===== src/rtl/hsmooth_filter_pkg.sv =====
// hsmooth_filter_pkg: shared geometry defaults, pixel width and RGB pair types
package hsmooth_filter_pkg;
  localparam int DEF_WIDTH = 768;
  localparam int DEF_HEIGHT = 512;
  localparam int PIX_W = 8;
  localparam int DEF_PAIRS = DEF_WIDTH / 2;
  typedef logic [2:0][PIX_W-1:0] rgb_t;
  typedef logic [1:0][2:0][PIX_W-1:0] pair_t;
endpackage


===== src/rtl/hsmooth_tap3.sv =====
// hsmooth_tap3: combinational rounded 1-2-1 tap y = (a + 2b + c + 2) >> 2 on one channel
module hsmooth_tap3
  import hsmooth_filter_pkg::*;
(
  input  logic [PIX_W-1:0] a,
  input  logic [PIX_W-1:0] b,
  input  logic [PIX_W-1:0] c,
  output logic [PIX_W-1:0] y
);
  logic [PIX_W+1:0] s;
  assign s = (PIX_W+2)'(a) + {1'b0, b, 1'b0} + (PIX_W+2)'(c) + (PIX_W+2)'(2);
  assign y = s[PIX_W+1:2];
endmodule


===== src/rtl/hsmooth_filter.sv =====
// hsmooth_filter: 3-tap horizontal smoother on a 2-pixel/clk RGB stream (HCLK, active-low sync HRESET, ENABLE bypass, HSYNC/DATA_* in, HSYNC_O/DATA_*_O/frame_done out)
module hsmooth_filter
  import hsmooth_filter_pkg::*;
#(
  parameter int WIDTH = DEF_WIDTH,
  parameter int HEIGHT = DEF_HEIGHT
) (
  input  logic             HCLK,
  input  logic             HRESET,
  input  logic             ENABLE,
  input  logic             HSYNC,
  input  logic [PIX_W-1:0] DATA_R0,
  input  logic [PIX_W-1:0] DATA_G0,
  input  logic [PIX_W-1:0] DATA_B0,
  input  logic [PIX_W-1:0] DATA_R1,
  input  logic [PIX_W-1:0] DATA_G1,
  input  logic [PIX_W-1:0] DATA_B1,
  output logic             HSYNC_O,
  output logic [PIX_W-1:0] DATA_R0_O,
  output logic [PIX_W-1:0] DATA_G0_O,
  output logic [PIX_W-1:0] DATA_B0_O,
  output logic [PIX_W-1:0] DATA_R1_O,
  output logic [PIX_W-1:0] DATA_G1_O,
  output logic [PIX_W-1:0] DATA_B1_O,
  output logic             frame_done
);
  localparam int PAIRS = WIDTH / 2;
  localparam int KW = $clog2(PAIRS);
  localparam int LW = HEIGHT > 1 ? $clog2(HEIGHT) : 1;
  localparam logic [KW-1:0] K_LAST = KW'(PAIRS - 1);
  localparam logic [LW-1:0] L_LAST = LW'(HEIGHT - 1);
  logic [KW-1:0] k;
  logic [LW-1:0] line;
  logic flush, p_en, s_en, en, emit;
  pair_t d, p, s, q, src, y;
  rgb_t l, sl, left, right;
  assign d = {{DATA_R1, DATA_G1, DATA_B1}, {DATA_R0, DATA_G0, DATA_B0}};
  assign {DATA_R0_O, DATA_G0_O, DATA_B0_O} = q[0];
  assign {DATA_R1_O, DATA_G1_O, DATA_B1_O} = q[1];
  always_comb begin
    src = flush ? s : p;
    en = flush ? s_en : p_en;
    left = flush ? sl : (k == KW'(1) ? p[0] : l);
    right = flush ? s[1] : d[0];
    emit = flush | (HSYNC & (k != '0));
  end
  for (genvar i = 0; i < 3; i++) begin : g_ch
    hsmooth_tap3 u_even (.a(left[i]),   .b(src[0][i]), .c(src[1][i]), .y(y[0][i]));
    hsmooth_tap3 u_odd  (.a(src[0][i]), .b(src[1][i]), .c(right[i]),  .y(y[1][i]));
  end
  always_ff @(posedge HCLK) begin
    if (!HRESET) begin
      k <= '0;
      line <= '0;
      flush <= 1'b0;
      p <= '0;
      l <= '0;
      p_en <= 1'b0;
      s <= '0;
      sl <= '0;
      s_en <= 1'b0;
      q <= '0;
      HSYNC_O <= 1'b0;
      frame_done <= 1'b0;
    end else begin
      HSYNC_O <= emit;
      frame_done <= flush && line == L_LAST;
      if (emit) q <= en ? y : src;
      if (flush) begin
        flush <= 1'b0;
        line <= line == L_LAST ? '0 : line + 1'b1;
      end
      if (HSYNC) begin
        p <= d;
        l <= p[1];
        p_en <= ENABLE;
        k <= k == K_LAST ? '0 : k + 1'b1;
        if (k == K_LAST) begin
          flush <= 1'b1;
          s <= d;
          sl <= p[1];
          s_en <= ENABLE;
        end
      end
    end
  end
endmodule


===== config.mk =====
export PLATFORM = sky130hd
export DESIGN_NAME = hsmooth_filter
export DESIGN_NICKNAME = d
export VERILOG_FILES = /design/src/rtl/hsmooth_filter_pkg.sv /design/src/rtl/hsmooth_tap3.sv /design/src/rtl/hsmooth_filter.sv
export SDC_FILE = /design/constraint.sdc
export NUM_CORES = 1
export LEC_CHECK = 0
export BUFFER_PORTS_ARGS = -buffer_cell sky130_fd_sc_hd__buf_2
export CAP_MARGIN = 20
export CORE_AREA = 2 2 142 144
export DETAILED_ROUTE_END_ITERATION = 7
export DIE_AREA = 0 0 144 146
export PLACE_DENSITY = 0.84
export SKIP_CTS_REPAIR_TIMING = 1
export SYNTH_ARGS = -nofsm -noshare
export SYNTH_HDL_FRONTEND = slang
export SYNTH_HIERARCHICAL = 1
export SYNTH_SLANG_ARGS = --single-unit

===== constraint.sdc =====
create_clock -name HCLK -period 5.95 [get_ports HCLK]
set_input_delay 0.2975 -clock HCLK [delete_from_list [all_inputs] [get_ports HCLK]]
set_output_delay 0.2975 -clock HCLK [all_outputs]
set_load 0.005 [all_outputs]

==> run_results.csv <==
group,metric,value,unit
grt,grtUsageTotal,28.0,%
synthesis,synth_top_cell_by_area,"dfxtp_1",
synthesis,ys.warnings.count,6,
worst_setup_path,cp_data_arrival_time,4380,ps
placement,port_buffers,101,
timing,finClkSkew,20.7,ps
synthesis,synth_edf_count,0,
hold_path,worstHoldPathType,"input port to register",
clocking,cts-root-buf,"clkbuf_16",
power_and_ir_drop,switching_share,27.1,%
power_and_ir_drop,p_int,2.73,mW
drt,first_pass_iters,5,
grt,grt_pass1_wl,48500,um
hold_path,min_from,"DATA_B1[4]",
worst_setup_path,rr_startpoint,"k[8]",
grt,grt_pass1_vias,9699,
synthesis,syn_area,12400,um2
clocking,clkTransAtPathRegs,60,ps
synthesis,synth_xor_area_share,2.53,%
synthesis,yosysSeqAreaShare,34.6,%
synthesis,yosysTopAreaCellShare,34.6,%
run,maxCapViolCount,0,
floorplanning,die_x,144,um
floorplanning,coreArea,19300,um2
drt,drc,0,
power_and_ir_drop,comb_power_share,18.1,%
final_layout,nNetsFinal,1483,
clocking,cts.sinks,215,
worst_setup_path,critPathMaxFanout,13,
hold_path,min_to,"s[28]",
worst_setup_path,end_kind,"register",
synthesis,synth-simple-area-share,15.1,%
worst_setup_path,crit_type,"register to register",
final_layout,layout_commonest_cell,"dfxtp_1",
timing,fin_tns_setup,0,ps
clocking,h-tree-depth,1,
placement,post-place-cells,1568,
placement,place.gp.congestion,0.884,
drt,wl,29800,um
status,outcome,"finished clean",
worst_setup_path,reg2regPathDepth,13,
drt,viasPerCell,6.06,
drt,ant_nets,0,
synthesis,ys_top_cells_by_area,"dfxtp_1 (35%), mux2i_1 (8.0%), mux2_2 (6.5%)",
clocking,cts_buffers,24,
floorplanning,io-pin-count,102,
timing,rsz0062_at_grt,"no",
synthesis,synth-async-reset-ratio,0,%
placement,hpwl,19500,um
timing,period_share,67.2,%
grt,antenna_found_initial,1,
power_and_ir_drop,seqPwrFrac,40.4,%
timing,hold_viol,0,
synthesis,syn_nets,1421,
synthesis,synth_top_family_by_area,"compound AO/OA/AOI/OAI gates",
timing,fin_crit,4000,ps
power_and_ir_drop,p_clk_share,41.5,%
timing,slew_headroom,30.4,%
worst_setup_path,r2r-end,"DATA_R0_O[5]",
final_layout,syn_to_final_growth,11.3,%
clocking,clk_latency,530,ps
hold_path,holdPathStages,2,
synthesis,yosys.area_share.adder,11.8,%
timing,drv_slew,0,
floorplanning,num_rows,51,
final_layout,drive_gt1_share,17.8,%
power_and_ir_drop,peakVddDrop,0.000252,V
floorplanning,start_util,64.4,%
final_layout,layout_common_cells,"dfxtp_1 (214), mux2i_1 (100), buf_2 (99), nand2_1 (92), o21ai_0 (81)",
worst_setup_path,cp.required,6330,ps
timing,fmax,0.250,GHz
synthesis,syn_area_per_cell,9.77,um2
synthesis,muxShareOfSynthArea,14.7,%
synthesis,synth_cells,1273,
power_and_ir_drop,p_per_area,270,nW/um2
floorplanning,dieArea,21000,um2
synthesis,synth-compound-area-share,16.7,%
worst_setup_path,reg2reg_slack,1950,ps
grt,grt_max_degree,75,
synthesis,synth_seq_cells,215,
clocking,cts_tree,"built",
power_and_ir_drop,p_leak,6.07,nW
timing,finalSetupViolations,0,
worst_setup_path,startpoint_type,"register",
synthesis,synth_cell_types,47,
drt,drtIter0Drc,702,
grt,grt-ovfl-total,0,
power_and_ir_drop,p_switching,1.02,mW
final_layout,final_cells,1619,
synthesis,synth_top_flop_cell,"dfxtp_1",
drt,routedWlPerCell,18.4,um
floorplanning,die_height,146,um
timing,worstMarginPinSlew,1040,ps
drt,num_vias,9812,
clocking,cts_buffer_depth,3,
-- cells by family after synthesis --
group | count (synthesis)
flops | 215
xor+xnor | 36
simple gates | 359
mux | 173
buf+inv | 111
compound gates | 283
fa+ha+maj | 96
-- synthesized netlist by cell type, types with 2 or more instances --
cell type and number:
nand2_1 92, buf_1 6, buf_2 25, a21oi_1 19, a22o_1 73, nor2b_1 76
a21o_1 12, xnor2_1 23, a211oi_1 6, o21ai_2 6, o2111ai_1 48, clkbuf_1 36
dfxtp_1 215, ha_1 60, nand2b_1 55, nor3b_1 6, nand4_1 10, a211oi_2 6
and4_1 2, buf_6 15, xor2_1 13, a21boi_0 6, a2bb2oi_1 6, mux2i_1 100
o21a_1 2, o21ai_0 81, fa_1 36, nand3_1 27, or3_1 6, o211a_1 6
and3_1 4, mux2_2 72, o21ai_1 4, inv_1 29, nor3_1 8, and2_1 12
o211ai_1 6, nor2_1 55
-- metal layers --
layer | vias to the layer above | GRT usage [%] | wire length [um]
met3 | 61 | 4.31 | 1670
met2 | 283 | 45.6 | 13800
met1 | 4763 | 38.4 | 13500
met5 | - | 0 | 0
met4 | 0 | 8.63 | 860
li1 | 4705 | - | -
-- cell type report --
type | instances | area, um2
tap | 265 | 332
multi-input combinational | 947 | 7610
fill | 1444 | 5490
clock inverter | 10 | 154
clock buffer | 34 | 669
sequential | 215 | 4310
inverter | 29 | 109
timing repair buffer | 118 | 666
antenna | 1 | 2.50
-- sequential cells by signal (all words and copies together) (netlist names), 9 cells and up --
| signal | flops |
|---|---|
| p | 48 |
| s | 48 |
| l | 24 |
| sl | 24 |
| k | 9 |
| line | 9 |
-- critical path: stages (launching register included) --
cell and delay, ps:
dfxtp_1 350, nor3_1 450, nand3_2 480, buf_4 400
mux2i_1 150, o21ai_0 240, fa_1 460, ha_1 370
a21oi_1 240, a2bb2oi_1 240, nand3_1 90, o211a_1 130
o2111ai_1 170, o21ai_0 90
-- power groups by stage --
stage               Combinational [mW]  Sequential (mW)  Clock [mW]
global placement                 0.639             1.54           0
floorplan                        0.506             1.53           0
detailed placement               0.656             1.54           0
CTS                              0.664             1.51        1.57
finish                           0.676             1.51        1.55
global route                     0.745             1.52        1.65
-- worst max-delay path by stage --
stage                     from           end  depth (start not counted)
after floorplan           k[4]  DATA_B0_O[5]                         13
after global placement    k[2]  DATA_R0_O[5]                         13
after CTS                 k[8]  DATA_G0_O[5]                         13
after global routing      k[8]  DATA_R0_O[5]                         13
final                     k[8]  DATA_R0_O[5]                         13
after detailed placement  k[8]  DATA_G0_O[5]                         13
-- through the flow --
stage          utilization, %  total power, mW  hold WS, ps  area [um2]  setup slack, ps
6_report                 71.6             3.74         7.14       13800             1950
5_1_grt                  71.6             3.91        0.974       13800             1650
4_1_cts                  71.3             3.75        -21.2       13800             1930
3_5_place_dp             67.0             2.20          442       13000             1910
3_3_place_gp             67.0             2.18          436       13000             2090
2_1_floorplan               -             2.04          423       12400             2690
Note: power is estimated with default switching activity, not from simulation.
